<file path="src/rtl/cmp_share_arbiter.sv">
// -----------------------------------------------------------------------------
// cmp_share_arbiter
//
// Shares a single comparator between two execute-stage requesters:
//   requester 0 = branch resolution, requester 1 = SLT/SLTU writeback.
// Round-robin arbitration with valid/ready handshakes on both the request and
// the response side. The compare result is registered on the grant edge and
// held until the owning requester accepts it, so at most one compare is in
// flight and peak throughput is one compare every two cycles.
//
// Ports
//   clk, rst                 clock (rising edge), synchronous active-high reset
//   reqN_valid / reqN_ready  request handshake for requester N (ready is
//                            combinational on valid while IDLE)
//   reqN_a, reqN_b           operands for requester N (DATA_W bits)
//   reqN_op                  compare op: NO=0 EQ=1 NE=2 LT=3 GE=4 LTU=5 GEU=6
//                            CMP7=7 (LT/GE signed, LTU/GEU unsigned)
//   rspN_valid / rspN_ready  response handshake for requester N
//   rspN_res                 1-bit compare result, forced 0 when rspN_valid=0
//   busy                     high while a result is being held (RESP)
// -----------------------------------------------------------------------------
module cmp_share_arbiter #(
  parameter int DATA_W = 64
) (
  input  logic              clk,
  input  logic              rst,
  input  logic              req0_valid,
  output logic              req0_ready,
  input  logic [DATA_W-1:0] req0_a,
  input  logic [DATA_W-1:0] req0_b,
  input  logic [2:0]        req0_op,
  output logic              rsp0_valid,
  input  logic              rsp0_ready,
  output logic              rsp0_res,
  input  logic              req1_valid,
  output logic              req1_ready,
  input  logic [DATA_W-1:0] req1_a,
  input  logic [DATA_W-1:0] req1_b,
  input  logic [2:0]        req1_op,
  output logic              rsp1_valid,
  input  logic              rsp1_ready,
  output logic              rsp1_res,
  output logic              busy
);

  typedef enum logic {IDLE, RESP} state_t;

  localparam logic [2:0] OP_EQ  = 3'd1;
  localparam logic [2:0] OP_NE  = 3'd2;
  localparam logic [2:0] OP_LT  = 3'd3;
  localparam logic [2:0] OP_GE  = 3'd4;
  localparam logic [2:0] OP_LTU = 3'd5;
  localparam logic [2:0] OP_GEU = 3'd6;

  // The shared comparator. NO, CMP7 and anything unlisted yield 0.
  function automatic logic cmp_eval(input logic [DATA_W-1:0] a,
                                    input logic [DATA_W-1:0] b,
                                    input logic [2:0]        op);
    logic signed [DATA_W-1:0] sa;
    logic signed [DATA_W-1:0] sb;
    logic                     r;
    sa = a;
    sb = b;
    case (op)
      OP_EQ:   r = (a == b);
      OP_NE:   r = (a != b);
      OP_LT:   r = (sa < sb);
      OP_GE:   r = (sa >= sb);
      OP_LTU:  r = (a < b);
      OP_GEU:  r = (a >= b);
      default: r = 1'b0;
    endcase
    return r;
  endfunction

  state_t              state;
  logic                owner;
  logic                last_grant;
  logic                res_q;

  logic                gnt_sel;
  logic                gnt_fire;
  logic [DATA_W-1:0]   sel_a;
  logic [DATA_W-1:0]   sel_b;
  logic [2:0]          sel_op;
  logic                cmp_res;
  logic                rsp_take;

  // Grant: a lone requester always wins; on contention the one that did not
  // win last time wins. Held off during reset so ready is 0 while rst is high.
  always_comb begin
    gnt_sel  = (req0_valid && req1_valid) ? ~last_grant : req1_valid;
    gnt_fire = (state == IDLE) && (req0_valid || req1_valid) && !rst;
  end

  assign req0_ready = gnt_fire && !gnt_sel;
  assign req1_ready = gnt_fire &&  gnt_sel;

  // Operand mux in front of the single comparator, steered by the live grant.
  assign sel_a   = gnt_sel ? req1_a  : req0_a;
  assign sel_b   = gnt_sel ? req1_b  : req0_b;
  assign sel_op  = gnt_sel ? req1_op : req0_op;
  assign cmp_res = cmp_eval(sel_a, sel_b, sel_op);

  assign rsp_take = owner ? rsp1_ready : rsp0_ready;

  always_ff @(posedge clk) begin
    if (rst) begin
      state      <= IDLE;
      last_grant <= 1'b1;
      owner      <= 1'b0;
      res_q      <= 1'b0;
    end else begin
      case (state)
        IDLE: begin
          if (gnt_fire) begin
            owner      <= gnt_sel;
            last_grant <= gnt_sel;
            res_q      <= cmp_res;
            state      <= RESP;
          end
        end
        RESP: begin
          if (rsp_take) state <= IDLE;
        end
        default: state <= IDLE;
      endcase
    end
  end

  // Response side decodes straight from registered state.
  assign busy       = (state == RESP);
  assign rsp0_valid = busy && !owner;
  assign rsp1_valid = busy &&  owner;
  assign rsp0_res   = rsp0_valid && res_q;
  assign rsp1_res   = rsp1_valid && res_q;

endmodule
</file>
<file path="config.mk">
export PLATFORM = sky130hd
export DESIGN_NAME = cmp_share_arbiter
export DESIGN_NICKNAME = d
export VERILOG_FILES = /design/src/rtl/cmp_share_arbiter.sv
export SDC_FILE = /design/constraint.sdc
export NUM_CORES = 1
export LEC_CHECK = 0
export BUFFER_PORTS_ARGS = -buffer_cell sky130_fd_sc_hd__buf_2
export CAP_MARGIN = 20
export CORE_AREA = 2 2 106 108
export DETAILED_ROUTE_END_ITERATION = 10
export DIE_AREA = 0 0 108 110
export GPL_ROUTABILITY_DRIVEN = 1
export GPL_TIMING_DRIVEN = 0
export PLACE_DENSITY = 0.71
export SLEW_MARGIN = 20
export SYNTH_ARGS = -nofsm -noshare
export SYNTH_HDL_FRONTEND = slang
export SYNTH_SLANG_ARGS = --single-unit
</file>
<file path="constraint.sdc">
create_clock -name clk -period 3.7 [get_ports clk]
set_input_delay 0.185 -clock clk [delete_from_list [all_inputs] [get_ports clk]]
set_output_delay 0.185 -clock clk [all_outputs]
set_load 0.05 [all_outputs]
</file>
After elaboration in Yosys (flattened, before gate mapping)
Index checks and enable logic that the tools add are counted.
{"block": "classes", "order_cmp": 4, "n_eq_ne": 8, "muxes": 9, "bitwise_logic": 2, "reduce_logical": 14}
{"cell": "$ge A64 B64 Y1", "n": 2}
{"cell": "$lt A64 B64 Y1", "n": 2}
{"cell": "$mux W64", "n": 2}
{"cell": "$eq A64 B64 Y1", "n": 1}
{"cell": "$ne A64 B64 Y1", "n": 1}
{"cell": "$eq A3 B3 Y1 const B", "n": 3}
{"cell": "$logic_and A1 B1 Y1", "n": 9}
{"cell": "$eq A3 B2 Y1 const B", "n": 2}
{"cell": "$pmux W1 S6", "n": 1}
{"cell": "$mux W1", "n": 4}
{"cell": "$eq A3 B1 Y1 const B", "n": 1}
{"cell": "$logic_not A1 Y1", "n": 3}
{"cell": "$mux W3", "n": 1}
{"cell": "$not A1 Y1", "n": 2}
{"cell": "$pmux W1 S2", "n": 1}
{"cell": "$reduce_and A2 Y1", "n": 1}
{"cell": "$logic_or A1 B1 Y1", "n": 1}
{"block": "totals", "ff_bits": 4, "input_bits": 268, "out_inout_bits": 7, "elab_cells": 41}

Depth between registers and ports, before layout
Gate-level depths: netlist of the first run.
{"block": "depth", "word_depth": 5, "ltp_mapped": 14, "depth_no_buf": 12}

Worst setup path after synthesis of the first run
OpenSTA, ideal clock, no wires.
{"block": "synth_timing", "path_kind": "reg-to-reg", "startpoint": "reg last_grant", "endpoint": "reg res_q", "t_arrival_ps": 2818, "required_time_ps": 3570, "slack_ps": 752, "stages_incl_launch_ff": 13, "n_path_buf": 3, "cell_sequence": "dfxtp_1 -> a21boi_1 -> buf_4 -> clkbuf_1 -> buf_2 -> mux2i_1 -> ha_1 -> and4_4 -> a221oi_1 -> o21ai_1 -> nor4_2 -> mux2i_1 -> o211ai_2"}
{"block": "synth_via", "elab_chain_cells": 5, "word_cells_on_any_way": 18, "cone_classes": "4 x order compare; 8 x eq/ne; 5 x mux; 1 x bitwise"}
{"item": "start: declaration", "line": "78", "text": "logic last_grant;"}
{"item": "start signal: assignment", "line": "118", "text": "last_grant <= gnt_sel;"}
{"item": "$not A1 Y1 (*)", "line": "92", "text": "gnt_sel = (req0_valid && req1_valid) ? ~last_grant : req1_valid;"}
{"item": "$mux W1 (*)", "line": "92"}
{"item": "$mux W64, or another cell as far along", "line": "100", "text": "assign sel_a = gnt_sel ? req1_a : req0_a;"}
{"item": "$ge A64 B64 Y1, or another cell as far along", "line": "70", "text": "OP_GEU: r = (a >= b);"}
{"item": "$pmux W1 S6 (*)", "line": "64", "text": "case (op)"}
{"item": "end signal: assignment", "line": "119", "text": "res_q <= cmp_res;"}
{"item": "end: declaration", "line": "79", "text": "logic res_q;"}
Every way passes the cells marked *; elsewhere a longest branch is shown, timed or not.
A chain may end at the register's enable or synchronous reset.

Final worst setup path of the first run
Same ends and word-level chain as after synthesis.

==> impl_table.tex, run 1 <==
\begin{tabular}{lr}
\hline
Metric & Value \\
\hline
\multicolumn{2}{l}{\textbf{Synth}} \\
\quad Post-synthesis async set-or-reset flop share & 0 \\
\quad Synthesized net count & roughly 830 \\
\quad Parity-gate share of the synthesized area counting xor and xnor cells & 0 \\
\quad Post-synthesis instance area & about 3200 um2 \\
\quad Dominant combinational cell family by area after synthesis & simple AND/OR/NAND/NOR gates \\
\quad Arithmetic-cell share of the synthesized area counting full adders, half adders and majority gates & 0.2472 \\
\quad Complex-gate fraction of the synthesized area & 0.1163 \\
\quad Sequential cell area fraction in the yosys report & 0.02472 \\
\quad Count of flip-flops with a built-in enable after synthesis & 0 \\
\quad Syn avg cell area & 6.544 um2 \\
\quad Flip-flop and latch count after synthesis & 4 \\
\quad Total of warnings raised by yosys & 0 \\
\quad Simple-gate portion of the synthesized area & 0.3631 \\
\quad Synthesized instance count & 495 \\
\quad Top\_reg\_cell synth & sky130\_fd\_sc\_hd\_\_dfxtp\_1 \\
\quad Netlist cell types & 45 \\
\quad Share of cell area taken by muxes after synthesis & 0.2182 \\
\multicolumn{2}{l}{\textbf{Power and ir drop}} \\
\quad Power, Total & about 800 uW \\
\quad Int Pwr & 428.8 uW \\
\quad Peak ir drop on the vdd network & 109.6 uV \\
\quad Sw Ratio & 0.4664 \\
\quad Pwr dens & roughly 170 nW/um2 \\
\quad Static leakage power & between 2 and 3 nW \\
\quad Switching Power & between 300 and 400 uW \\
\quad Part of the total power dissipated in the clock network & 0.116 \\
\quad Logic pwr share & 0.817 \\
\quad Sequential group share of total power & 0.067 \\
\multicolumn{2}{l}{\textbf{Drt}} \\
\quad Final wirelength & 12.58 mm \\
\quad Drt drc & 0 \\
\quad Number of nets still failing antenna checks after routing & 0 \\
\quad Detailed router's first-iteration violation count & 191 \\
\quad First-pass iteration count of the detailed router & 4 \\
\quad Number of vias after detailed routing & roughly 4.3k \\
\quad Via count normalized by instance count & between 4 and 5 \\
\quad Post-detailed-route wirelength per cell & 13.83 um \\
\multicolumn{2}{l}{\textbf{Layout}} \\
\quad Ant. Diodes & 0 \\
\quad Synthesis-to-layout area growth & 49.05\% \\
\quad Most frequent standard cell in the layout excluding fill and tap cells & sky130\_fd\_sc\_hd\_\_buf\_2 \\
\quad Final instance count without filler cells & 910 \\
\quad Commonest cells after routing, fill and taps aside & sky130\_fd\_sc\_hd\_\_buf\_2 (280), sky130\_fd\_sc\_hd\_\_nand2\_1 (219), sky130\_fd\_sc\_hd\_\_mux2i\_1 (67) \\
\quad Post-route cell area & between 4000 and 5000 um2 \\
\quad Share of post-route cells with drive strength above 1 & 0.3883 \\
\quad Register area & around 80 um2 \\
\quad Util after Layout & 0.4513 \\
\quad Fillers & between 1k and 1.5k \\
\quad Multi-input logic area & roughly 3100 um2 \\
\quad Number of nets in the finished design & 1104 \\
\multicolumn{2}{l}{\textbf{Clocking}} \\
\quad Num CTS Buffers & 3 \\
\quad Clock transition time at the flip-flop clock pins of the worst setup and hold paths & roughly 0.030 ns \\
\quad Clock buffer depth & 2 \\
\quad Num Clock Sinks & 4 \\
\quad H-tree Lvls & 1 \\
\quad \# hold bufs at CTS & 0 \\
\quad Source-to-sink clock delay at the later pin of the worst-skew pair & between 0.2 and 0.25 ns \\
\quad Clk root buf & sky130\_fd\_sc\_hd\_\_clkbuf\_8 \\
\quad TritonCTS clock tree & yes \\
\multicolumn{2}{l}{\textbf{Floorplan}} \\
\quad Total core area & $\sim$11000 um2 \\
\quad Starting density of the core & 0.3028 \\
\quad Die X-Extent & 108 um \\
\quad FP Rows & 38 \\
\quad I/O Pins & approximately 280 \\
\quad Die height & 110 um \\
\quad Die Footprint & 11880 um2 \\
\multicolumn{2}{l}{\textbf{Global routing}} \\
\quad Via count of the first global-routing pass & between 4k and 5k \\
\quad Pin count of the biggest net entering global routing & 18 \\
\quad First-pass GRT wire length & 18.64 mm \\
\quad Antenna violations before repair & 0 \\
\quad Global-route congestion overflow total & 0 \\
\quad GRT Overall Usage & 0.1981 \\
\multicolumn{2}{l}{\textbf{Placement}} \\
\quad Final estimated routing congestion in global placement & roughly 0.86 \\
\quad Post-placement cell area & 4786 um2 \\
\quad Detail Placement HPWL & approximately 11 mm \\
\quad Count of buffers from port buffering & around 270 \\
\quad Placed cell count & 909 \\
\quad Worst setup slack before clock tree synthesis & -0.1417 ns \\
\multicolumn{2}{l}{\textbf{Timing}} \\
\quad Final Max Slew Viols & 0 \\
\quad Endpoints failing setup & 0 \\
\quad Final worst-path cycle share & 0.9177 \\
\quad Final hold violations & 0 \\
\quad Max-slew headroom & 0.6422 \\
\quad Worst path setup slack after routing & $\sim$0.30 ns \\
\quad Worst hold slack & roughly 0.22 ns \\
\quad Peak Freq & around 0.3 GHz \\
\quad Period minus WS final & between 3 and 4 ns \\
\quad Maximum clock skew at final layout & a little under 0.004 ns \\
\quad Transition time at the pin with the least slew margin & about 0.54 ns \\
\quad Sum of negative setup slack & 0 ns \\
\quad RSZ-0062 raised after global routing & false \\
\multicolumn{2}{l}{\textbf{Hold path}} \\
\quad Number of instances on the worst hold path & 2 \\
\quad Classification of the worst-slack hold path & input port to register \\
\multicolumn{2}{l}{\textbf{Setup path}} \\
\quad WP data arrival & roughly 3.5 ns \\
\quad Type of the setup path with the least slack & register to register \\
\quad Path depth of the worst reg2reg path & 14 \\
\quad Capturing element type of the critical path & register \\
\quad Endpoint required time on the critical path & 3.79 ns \\
\quad Startpoint kind of the worst setup timing path & register \\
\quad Worst-path maximum fanout & 17 \\
\multicolumn{2}{l}{\textbf{Run status}} \\
\quad Status & complete, no violations \\
\multicolumn{2}{l}{\textbf{Run}} \\
\quad Max-cap check violation count & 0 \\
\hline
\end{tabular}
-- worst max-delay path, cell delays in order (launching register included) --
cell,delay (ns)
sky130_fd_sc_hd__dfxtp_1,0.33
sky130_fd_sc_hd__a21boi_1,0.13
sky130_fd_sc_hd__buf_4,0.25
sky130_fd_sc_hd__clkbuf_4,0.32
sky130_fd_sc_hd__clkbuf_2,0.25
sky130_fd_sc_hd__nand2_1,0.08
sky130_fd_sc_hd__nand2_1,0.07
sky130_fd_sc_hd__ha_1,0.27
sky130_fd_sc_hd__a21oi_1,0.16
sky130_fd_sc_hd__nand2_1,0.07
sky130_fd_sc_hd__a221oi_1,0.48
sky130_fd_sc_hd__o22ai_1,0.18
sky130_fd_sc_hd__nor4_2,0.31
sky130_fd_sc_hd__mux2i_1,0.27
sky130_fd_sc_hd__o211ai_2,0.08
-- Yosys cell counts, types with 5 or more instances --
cell,count,area share
sky130_fd_sc_hd__and4_1,6,0.016
sky130_fd_sc_hd__o21ai_0,8,0.012
sky130_fd_sc_hd__buf_2,7,0.011
sky130_fd_sc_hd__mux2i_1,67,0.21
sky130_fd_sc_hd__nand3_1,8,0.012
sky130_fd_sc_hd__a21oi_1,28,0.043
sky130_fd_sc_hd__nand4_1,9,0.017
sky130_fd_sc_hd__clkbuf_1,14,0.016
sky130_fd_sc_hd__ha_1,64,0.25
sky130_fd_sc_hd__nor2_1,7,0.0081
sky130_fd_sc_hd__nand2_1,220,0.25
sky130_fd_sc_hd__a221oi_1,5,0.014
-- cell type report --
type | instances | share of cell area
sequential | 4 | 0.01658
inverter | 1 | 0.0007774
timing repair buffer | 274 | 0.2840
multi-input combinational | 468 | 0.6344
tap | 140 | 0.03628
buffer | 20 | 0.01944
clock buffer | 3 | 0.008551
-- repair_timing --
item / CTS / global route
setup buffers: 0 / 0
cloned: 0 / 0
resized for setup: 1 / 6
setup endpoints to repair: 1 / 1
pin swaps: 0 / 0
-- routing by layer --
metal | global-route usage | routed length (um) | up-vias
met2 | 0.3931 | 6257 | 178
met4 | 0.03022 | 131 | 0
met5 | 0 | 0 | -
met1 | 0.2273 | 5259 | 1826
met3 | 0.02822 | 935 | 13
li1 | - | - | 2301
-- power groups by stage --
stage               registers (mW)  logic (mW)  clock network [mW]
floorplan                   0.0561       0.403                   0
global route                0.0543       0.750              0.0982
finish                      0.0535       0.657              0.0935
global placement            0.0536       0.654                   0
CTS                         0.0533       0.666              0.0950
detailed placement          0.0539       0.663                   0
-- registers in the layout (all words and copies together) (netlist names) --
signal and cells:
res_q 1, owner 1, last_grant 1, busy 1
-- path summary, 6_finish.rpt --
path                              end  slack [ns]        from
worst min register to register  res_q        0.54       res_q
worst max register to register  res_q        0.30  last_grant
worst min-delay path            owner        0.22         rst
worst max-delay path            res_q        0.30  last_grant
-- cells by family after synthesis --
group / after synthesis
fa+ha+maj: 64
mux: 70
simple gates: 274
buf+inv: 23
flops: 4
compound gates: 60
Power figures use the tool's default switching activity.
==> run 2: changes to the inputs <==
--- a/config.mk
+++ b/config.mk
@@ -11,8 +11,8 @@
 export DETAILED_ROUTE_END_ITERATION = 10
 export DIE_AREA = 0 0 108 110
 export GPL_ROUTABILITY_DRIVEN = 1
-export GPL_TIMING_DRIVEN = 0
 export PLACE_DENSITY = 0.71
+export SKIP_LAST_GASP = 1
 export SLEW_MARGIN = 20
 export SYNTH_ARGS = -nofsm -noshare
 export SYNTH_HDL_FRONTEND = slang
==> impl_table.tex, run 2 (synthesized netlist as in run 1, its figures left out) <==
\begin{tabular}{lr}
\hline
Metric & Value \\
\hline
\multicolumn{2}{l}{\textbf{Run status}} \\
\quad Status & complete, no violations (unchanged) \\
\multicolumn{2}{l}{\textbf{Layout}} \\
\quad Synthesis-to-layout area growth & 48.20\% (was 49.05\%) \\
\quad Share of post-route cells with drive strength above 1 & 0.3886 (was 0.3883) \\
\quad Number of nets in the finished design & 1088 (was 1104) \\
\quad Util after Layout & 0.4488 (was 0.4513) \\
\quad Most frequent standard cell in the layout excluding fill and tap cells & sky130\_fd\_sc\_hd\_\_buf\_2 (unchanged) \\
\quad Ant. Diodes & 0 (unchanged) \\
\quad Commonest cells after routing, fill and taps aside & sky130\_fd\_sc\_hd\_\_buf\_2 (274), sky130\_fd\_sc\_hd\_\_nand2\_1 (219), sky130\_fd\_sc\_hd\_\_mux2i\_1 (67) (was sky130\_fd\_sc\_hd\_\_buf\_2 (280), sky130\_fd\_sc\_hd\_\_nand2\_1 (219), sky130\_fd\_sc\_hd\_\_mux2i\_1 (67)) \\
\quad Final instance count without filler cells & 894 (was 910) \\
\multicolumn{2}{l}{\textbf{Setup path}} \\
\quad Register-to-register setup slack & 0.65 ns (was 0.30 ns) \\
\quad Largest incremental delay on the critical path & 0.44 ns (was 0.48 ns) \\
\quad Worst Path Buf+Inv & 1 (was 3) \\
\quad Type of the setup path with the least slack & register to register (unchanged) \\
\quad Endpoint required time on the critical path & 3.80 ns (was 3.79 ns) \\
\quad Launch point of the worst path & last\_grant (unchanged) \\
\quad Capturing element type of the critical path & register (unchanged) \\
\quad WP data arrival & 3.15 ns (was 3.49 ns) \\
\quad Most Frequent Cell on Critical Path & sky130\_fd\_sc\_hd\_\_mux2i\_1 (was sky130\_fd\_sc\_hd\_\_nand2\_1) \\
\quad Cell-by-cell trace of the critical path & a21boi\_4, buf\_12, mux2i\_1, ha\_1, a21oi\_1, o21ai\_0, a221oi\_1, o21ai\_1, nor4\_2, mux2i\_1, o211ai\_2 (was a21boi\_1, buf\_4, clkbuf\_4, clkbuf\_2, nand2\_1, nand2\_1, ha\_1, a21oi\_1, nand2\_1, a221oi\_1, o22ai\_1, nor4\_2, mux2i\_1, o211ai\_2) \\
\quad Startpoint kind of the worst setup timing path & register (unchanged) \\
\quad Worst-path maximum fanout & 83 (was 17) \\
\quad Slowest-stage cell, CP & sky130\_fd\_sc\_hd\_\_a221oi\_1 (unchanged) \\
\quad Worst flop-to-flop path startpoint & last\_grant (unchanged) \\
\quad Crit path max-delay family & compound AO/OA/AOI/OAI gates (unchanged) \\
\multicolumn{2}{l}{\textbf{Timing}} \\
\quad Peak Freq & 0.3275 GHz (was 0.2945 GHz) \\
\quad Final worst-path cycle share & 0.8251 (was 0.9177) \\
\quad Transition time at the pin with the least slew margin & 0.4541 ns (was 0.5366 ns) \\
\quad Endpoints failing setup & 0 (unchanged) \\
\quad Max-slew headroom & 0.6973 (was 0.6422) \\
\quad Final Max Slew Viols & 0 (unchanged) \\
\quad RSZ-0062 raised after global routing & false (unchanged) \\
\quad Period minus WS final & 3.053 ns (was 3.396 ns) \\
\quad Worst hold slack & 0.2207 ns (was 0.2198 ns) \\
\quad Final hold violations & 0 (unchanged) \\
\quad Sum of negative setup slack & 0 ns (unchanged) \\
\quad Maximum clock skew at final layout & 0.0007097 ns (was 0.003895 ns) \\
\multicolumn{2}{l}{\textbf{Clocking}} \\
\quad Source-to-sink clock delay at the later pin of the worst-skew pair & 0.22 ns (about the same) \\
\quad H-tree Lvls & 1 (unchanged) \\
\quad Num Clock Sinks & 4 (unchanged) \\
\quad Num CTS Buffers & 3 (unchanged) \\
\quad Clock buffer depth & 2 (unchanged) \\
\quad \# hold bufs at CTS & 0 (unchanged) \\
\quad Number of post-CTS setup repair buffers & 0 (unchanged) \\
\quad Clk root buf & sky130\_fd\_sc\_hd\_\_clkbuf\_8 (unchanged) \\
\quad Post\_cts resized & 0 (was 1) \\
\quad Clock transition time at the flip-flop clock pins of the worst setup and hold paths & 0.04 ns (was 0.03 ns) \\
\quad TritonCTS clock tree & yes (unchanged) \\
\multicolumn{2}{l}{\textbf{Floorplan}} \\
\quad I/O Pins & 275 (unchanged) \\
\quad FP Rows & 38 (unchanged) \\
\quad Die Footprint & 11880 um2 (unchanged) \\
\quad Die X-Extent & 108 um (unchanged) \\
\quad Die height & 110 um (unchanged) \\
\quad Starting density of the core & 0.3028 (unchanged) \\
\quad Total core area & 10700 um2 (unchanged) \\
\multicolumn{2}{l}{\textbf{Hold path}} \\
\quad Hold Startpoint & rst (unchanged) \\
\quad Classification of the worst-slack hold path & input port to register (unchanged) \\
\multicolumn{2}{l}{\textbf{Global routing}} \\
\quad Met3 Use GR & 0.02410 (was 0.02822) \\
\quad Global-route congestion overflow total & 0 (unchanged) \\
\quad Pin count of the biggest net entering global routing & 84 (was 18) \\
\quad First-pass GRT wire length & 17.91 mm (was 18.64 mm) \\
\quad Antenna violations before repair & 0 (unchanged) \\
\quad GRT Overall Usage & 0.1863 (was 0.1981) \\
\quad Most utilized layer in the global route result & met2 (unchanged) \\
\quad Global routing met2 resource utilization & 0.3598 (was 0.3931) \\
\quad Met1 usage in global routing & 0.2205 (was 0.2273) \\
\quad Via count of the first global-routing pass & 4071 (was 4118) \\
\multicolumn{2}{l}{\textbf{Power and ir drop}} \\
\quad Peak ir drop on the vdd network & 90.51 uV (was 109.6 uV) \\
\quad Static leakage power & 2.801 nW (was 2.830 nW) \\
\quad Pwr dens & 166.5 nW/um2 (was 166.4 nW/um2) \\
\multicolumn{2}{l}{\textbf{Drt}} \\
\quad Number of vias after detailed routing & 4291 (was 4318) \\
\quad Final wirelength & 11.69 mm (was 12.58 mm) \\
\quad Detailed router's first-iteration violation count & 186 (was 191) \\
\quad Number of nets still failing antenna checks after routing & 0 (unchanged) \\
\quad Post-detailed-route wirelength per cell & 13.07 um (was 13.83 um) \\
\quad First-pass iteration count of the detailed router & 4 (unchanged) \\
\quad Drt drc & 0 (unchanged) \\
\quad Via count normalized by instance count & 4.800 (was 4.745) \\
\multicolumn{2}{l}{\textbf{Placement}} \\
\quad Placed cell count & 891 (was 909) \\
\quad Detail Placement HPWL & 10.29 mm (was 11.19 mm) \\
\quad Final estimated routing congestion in global placement & 0.8339 (was 0.8623) \\
\quad Count of buffers from port buffering & 274 (unchanged) \\
\multicolumn{2}{l}{\textbf{Run}} \\
\quad Max-cap check violation count & 0 (unchanged) \\
\hline
\end{tabular}
## run 2: cell count changes in the layout (fill, tap and decap cells not counted)
cell / change
sky130_fd_sc_hd__clkbuf_2: -3
sky130_fd_sc_hd__buf_12: +2
sky130_fd_sc_hd__a21boi_1: -1
sky130_fd_sc_hd__clkbuf_4: -1
sky130_fd_sc_hd__clkbuf_1: -9
sky130_fd_sc_hd__buf_2: -6
sky130_fd_sc_hd__a21boi_4: +1
sky130_fd_sc_hd__buf_4: +1
## run 2: power breakdown
part           switching, mW  total, mW  internal (mW)
logic                  0.337      0.649          0.312
registers            0.00591     0.0538         0.0478
clock network         0.0269     0.0967         0.0698
total                  0.370      0.799          0.429
## run 2: area by class of cell
cell class | count | area, um2
Fill cell | 1118 | 5897
Sequential cell | 4 | 80.08
Timing Repair Buffer | 278 | 1426
Tap cell | 140 | 175.2
Multi-Input combinational cell | 468 | 3074
Inverter | 1 | 3.754
Clock buffer | 3 | 41.29
## run 2: path summary, 6_finish.rpt
path / endpoint / depth (start not counted)
setup / recovery: res_q / 11
hold / removal: busy / 2
setup reg to reg: res_q / 11
hold reg to reg: busy / 2
## run 2: routing by layer
metal  up-vias  routed length (um)
met1      1817                4812
met4         0                 146
met2       190                5717
met5         -                   0
li1       2269                   -
met3        15                1009
## run 2: stage by stage
stage                     worst slack, ns  power [mW]  cell area [um2]
after floorplan                    0.7523      0.4594             3239
after global placement             0.5411      0.7042             4760
after detailed placement           0.5351      0.7098             4760
after CTS                          0.5331      0.8119             4801
after global routing               0.3135      0.9002             4801
final                              0.6470      0.7993             4801
==> run 3: changes to the inputs <==
--- a/config.mk
+++ b/config.mk
@@ -5,13 +5,14 @@
 export SDC_FILE = /design/constraint.sdc
 export NUM_CORES = 1
 export LEC_CHECK = 0
+export ABC_AREA = 1
 export BUFFER_PORTS_ARGS = -buffer_cell sky130_fd_sc_hd__buf_2
 export CAP_MARGIN = 20
-export CORE_AREA = 2 2 106 108
+export CORE_AREA = 2 2 107 109
 export DETAILED_ROUTE_END_ITERATION = 10
-export DIE_AREA = 0 0 108 110
+export DIE_AREA = 0 0 109 111
 export GPL_ROUTABILITY_DRIVEN = 1
-export PLACE_DENSITY = 0.71
+export PLACE_DENSITY = 0.72
 export SKIP_LAST_GASP = 1
 export SLEW_MARGIN = 20
 export SYNTH_ARGS = -nofsm -noshare
==> constraint.sdc (replaced) <==
create_clock -name clk -period 2.7 [get_ports clk]
set_input_delay 0.135 -clock clk [delete_from_list [all_inputs] [get_ports clk]]
set_output_delay 0.135 -clock clk [all_outputs]
set_load 0.05 [all_outputs]
==> impl_table.tex, run 3 <==
\begin{tabular}{lr}
\hline
Metric & Value \\
\hline
\multicolumn{2}{l}{\textbf{Clocking}} \\
\quad Num Clock Sinks & 4 (unchanged) \\
\quad TritonCTS clock tree & yes (unchanged) \\
\quad Source-to-sink clock delay at the later pin of the worst-skew pair & 0.23 ns (was 0.22 ns) \\
\quad \# hold bufs at CTS & 0 (unchanged) \\
\quad Clock transition time at the flip-flop clock pins of the worst setup and hold paths & 0.03 ns (was 0.04 ns) \\
\quad Clock buffer depth & 2 (unchanged) \\
\quad Clk root buf & sky130\_fd\_sc\_hd\_\_clkbuf\_16 (was sky130\_fd\_sc\_hd\_\_clkbuf\_8) \\
\quad Num CTS Buffers & 3 (unchanged) \\
\quad H-tree Lvls & 1 (unchanged) \\
\multicolumn{2}{l}{\textbf{Synth}} \\
\quad Synthesized net count & 885 (was 827) \\
\quad Top cell type's share of synthesized area & 0.3063 (was 0.2549) \\
\quad Netlist cell types & 28 (was 45) \\
\quad Cell with the most instances after synthesis & sky130\_fd\_sc\_hd\_\_nand2\_1 (unchanged) \\
\quad Sequential cell area fraction in the yosys report & 0.02457 (was 0.02472) \\
\quad Top post-synthesis cells by area & sky130\_fd\_sc\_hd\_\_nand2\_1 (31\%), sky130\_fd\_sc\_hd\_\_ha\_1 (25\%), sky130\_fd\_sc\_hd\_\_mux2i\_1 (20\%) (was sky130\_fd\_sc\_hd\_\_nand2\_1 (25\%), sky130\_fd\_sc\_hd\_\_ha\_1 (25\%), sky130\_fd\_sc\_hd\_\_mux2i\_1 (21\%)) \\
\quad Syn avg cell area & 5.894 um2 (was 6.544 um2) \\
\quad Post-synthesis async set-or-reset flop share & 0 (unchanged) \\
\quad Count of flip-flops with a built-in enable after synthesis & 0 (unchanged) \\
\quad Synthesized instance count & 553 (was 495) \\
\quad Cell type with the largest total area after synthesis & sky130\_fd\_sc\_hd\_\_nand2\_1 (unchanged) \\
\quad Most frequent cells after synthesis & sky130\_fd\_sc\_hd\_\_nand2\_1 (266), sky130\_fd\_sc\_hd\_\_ha\_1 (64), sky130\_fd\_sc\_hd\_\_mux2i\_1 (64) (was sky130\_fd\_sc\_hd\_\_nand2\_1 (220), sky130\_fd\_sc\_hd\_\_mux2i\_1 (67), sky130\_fd\_sc\_hd\_\_ha\_1 (64)) \\
\quad Flip-flop and latch count after synthesis & 4 (unchanged) \\
\quad Post-synthesis instance area & 3259 um2 (was 3239 um2) \\
\quad Top\_reg\_cell synth & sky130\_fd\_sc\_hd\_\_dfxtp\_1 (unchanged) \\
\quad Total of warnings raised by yosys & 0 (unchanged) \\
\multicolumn{2}{l}{\textbf{Floorplan}} \\
\quad Total core area & 11080 um2 (was 10700 um2) \\
\quad Die X-Extent & 109 um (was 108 um) \\
\quad Die height & 111 um (was 110 um) \\
\quad Die Footprint & 12100 um2 (was 11880 um2) \\
\quad FP Rows & 39 (was 38) \\
\quad I/O Pins & 275 (unchanged) \\
\quad Starting density of the core & 0.2943 (was 0.3028) \\
\multicolumn{2}{l}{\textbf{Setup path}} \\
\quad WP data arrival & 2.76 ns (was 3.15 ns) \\
\quad Type of the setup path with the least slack & register to register (unchanged) \\
\quad Slowest-stage cell, CP & sky130\_fd\_sc\_hd\_\_dfxtp\_2 (was sky130\_fd\_sc\_hd\_\_a221oi\_1) \\
\quad Path depth of the worst reg2reg path & 20 (was 11) \\
\quad Endpoint required time on the critical path & 2.82 ns (was 3.80 ns) \\
\quad Worst-path maximum fanout & 12 (was 83) \\
\quad Largest incremental delay on the critical path & 0.34 ns (was 0.44 ns) \\
\quad Most Frequent Cell on Critical Path & sky130\_fd\_sc\_hd\_\_nand2\_1 (was sky130\_fd\_sc\_hd\_\_mux2i\_1) \\
\quad Capturing element type of the critical path & register (unchanged) \\
\quad Cell-by-cell trace of the critical path & nand2\_4, nand2\_8, buf\_16, mux2i\_4, ha\_1, nand2\_1, inv\_1, nor2\_1, o21a\_1, nand2\_1, a21oi\_1, nand2\_1, nand2\_2, nand2\_2, o21ai\_2, nand2\_1, nor2\_1, nand2\_1, nand2\_1, nand2\_1 (was a21boi\_4, buf\_12, mux2i\_1, ha\_1, a21oi\_1, o21ai\_0, a221oi\_1, o21ai\_1, nor4\_2, mux2i\_1, o211ai\_2) \\
\quad Startpoint kind of the worst setup timing path & register (unchanged) \\
\multicolumn{2}{l}{\textbf{Hold path}} \\
\quad Number of instances on the worst hold path & 2 (unchanged) \\
\quad Classification of the worst-slack hold path & input port to register (unchanged) \\
\multicolumn{2}{l}{\textbf{Timing}} \\
\quad Peak Freq & 0.3791 GHz (was 0.3275 GHz) \\
\quad Sum of negative setup slack & 0 ns (unchanged) \\
\quad Final hold violations & 0 (unchanged) \\
\quad Endpoints failing setup & 0 (unchanged) \\
\quad RSZ-0062 raised after global routing & true (was false) \\
\quad Period minus WS final & 2.638 ns (was 3.053 ns) \\
\quad Maximum clock skew at final layout & 0.001487 ns (was 0.0007097 ns) \\
\quad Final Max Slew Viols & 0 (unchanged) \\
\quad Max-slew headroom & 0.7464 (was 0.6973) \\
\quad Final worst-path cycle share & 0.9769 (was 0.8251) \\
\quad Transition time at the pin with the least slew margin & 0.3764 ns (was 0.4541 ns) \\
\multicolumn{2}{l}{\textbf{Drt}} \\
\quad Final wirelength & 12.95 mm (was 11.69 mm) \\
\quad Drt drc & 0 (unchanged) \\
\quad First-pass iteration count of the detailed router & 4 (unchanged) \\
\quad Detailed router's first-iteration violation count & 217 (was 186) \\
\quad Via count normalized by instance count & 4.626 (was 4.800) \\
\quad Number of vias after detailed routing & 4552 (was 4291) \\
\quad Post-detailed-route wirelength per cell & 13.16 um (was 13.07 um) \\
\quad Number of nets still failing antenna checks after routing & 0 (unchanged) \\
\multicolumn{2}{l}{\textbf{Layout}} \\
\quad Fillers & 1162 (was 1118) \\
\quad Most frequent standard cell in the layout excluding fill and tap cells & sky130\_fd\_sc\_hd\_\_buf\_2 (unchanged) \\
\quad Commonest cells after routing, fill and taps aside & sky130\_fd\_sc\_hd\_\_buf\_2 (274), sky130\_fd\_sc\_hd\_\_nand2\_1 (261), sky130\_fd\_sc\_hd\_\_ha\_1 (61) (was sky130\_fd\_sc\_hd\_\_buf\_2 (274), sky130\_fd\_sc\_hd\_\_nand2\_1 (219), sky130\_fd\_sc\_hd\_\_mux2i\_1 (67)) \\
\quad Register area & 81.33 um2 (was 80.08 um2) \\
\quad Multi-input logic area & 3197 um2 (was 3074 um2) \\
\quad Number of nets in the finished design & 1175 (was 1088) \\
\quad Ant. Diodes & 0 (unchanged) \\
\quad Post-route cell area & 5429 um2 (was 4801 um2) \\
\quad Synthesis-to-layout area growth & 66.56\% (was 48.20\%) \\
\quad Share of post-route cells with drive strength above 1 & 0.4114 (was 0.3886) \\
\multicolumn{2}{l}{\textbf{Power and ir drop}} \\
\quad Int Pwr & 791.5 uW (was 429.4 uW) \\
\quad Static leakage power & 3.406 nW (was 2.801 nW) \\
\quad Switching Power & 608.8 uW (was 369.9 uW) \\
\quad Logic pwr share & 0.781 (was 0.812) \\
\quad Part of the total power dissipated in the clock network & 0.168 (was 0.121) \\
\quad Pwr dens & 257.9 nW/um2 (was 166.5 nW/um2) \\
\quad Sw Ratio & 0.4348 (was 0.4628) \\
\quad Peak ir drop on the vdd network & 207.5 uV (was 90.51 uV) \\
\quad Sequential group share of total power & 0.051 (was 0.067) \\
\multicolumn{2}{l}{\textbf{Global routing}} \\
\quad Pin count of the biggest net entering global routing & 31 (was 84) \\
\quad Antenna violations before repair & 1 (was 0) \\
\quad GRT Overall Usage & 0.2022 (was 0.1863) \\
\quad Global-route congestion overflow total & 0 (unchanged) \\
\quad Via count of the first global-routing pass & 4511 (was 4071) \\
\quad First-pass GRT wire length & 19.85 mm (was 17.91 mm) \\
\multicolumn{2}{l}{\textbf{Run}} \\
\quad Max-cap check violation count & 0 (unchanged) \\
\multicolumn{2}{l}{\textbf{Placement}} \\
\quad Post-placement cell area & 4937 um2 (was 4760 um2) \\
\quad Count of buffers from port buffering & 274 (unchanged) \\
\quad Final estimated routing congestion in global placement & 0.8534 (was 0.8339) \\
\quad Detail Placement HPWL & 10.42 mm (was 10.29 mm) \\
\multicolumn{2}{l}{\textbf{Run status}} \\
\quad Status & complete, no violations (unchanged) \\
\hline
\end{tabular}
-- run 3: cell families after synthesis --
group                      count (synthesis)  synth area share
adders and majority gates                 64            0.2457
and+or+nand+nor                          322            0.3893
AOI/OAI and AO/OA                         53           0.08868
muxes                                     64            0.1965
DFF                                        4           0.02457
buffers and inverters                     46           0.05527
-- run 3: worst paths after layout --
path	start	to	slack, ns
setup reg to reg	last_grant	res_q	0.06
hold / removal	rst	busy	0.10
hold reg to reg	res_q	res_q	0.46
setup / recovery	last_grant	res_q	0.06
-- run 3: metrics by stage --
step	hold slack, ns	setup WS [ns]	power (mW)	instances	utilization
6_report	0.1050	0.06239	1.400	984	0.4901
3_3_place_gp	0.3228	-0.2671	1.029	969	0.4457
3_5_place_dp	0.3333	-0.2986	1.040	969	0.4457
2_1_floorplan	0.2041	0.02190	0.6546	553	-
4_1_cts	0.09891	0.007795	1.349	981	0.4726
5_1_grt	0.1167	-0.1694	1.556	984	0.4901
-- run 3: metal layers --
layer  vias to the layer above  part of all wire  GRT usage
li1                       2409                 -          -
met1                      1946              0.41     0.2301
met2                       186              0.52     0.4004
met3                         9             0.071    0.02528
met4                         2            0.0051    0.02222
met5                         -           0.00077          0
-- run 3: power by group through the flow --
stage	Sequential, mW	Clock (mW)	Combinational, mW
2_1_floorplan	0.0748	0	0.580
3_3_place_gp	0.0705	0	0.958
3_5_place_dp	0.0707	0	0.969
4_1_cts	0.0712	0.236	1.04
5_1_grt	0.0720	0.240	1.24
6_report	0.0713	0.235	1.09
-- run 3: final cells by class --
class | count | area share
clock buffer | 3 | 0.01383
inverter | 25 | 0.01775
multi-input combinational | 504 | 0.5888
sequential | 4 | 0.01498
tap | 143 | 0.03296
timing repair buffer | 305 | 0.3316
-- run 3: timing repair --
action,4_1_cts,5_1_grt
cloned,3,2
resized for setup,18,34
pin swaps,7,10
setup endpoints to repair,1,1
buffers inserted,7,2
-- run 3: worst max-delay path: cells and delay by family (launching register included) --
family / cells / cell delay [ns]
simple gates: 13 / 1.05
compound gates: 3 / 0.39
flops: 1 / 0.34
mux: 1 / 0.26
fa+ha+maj: 1 / 0.26
buf+inv: 2 / 0.21
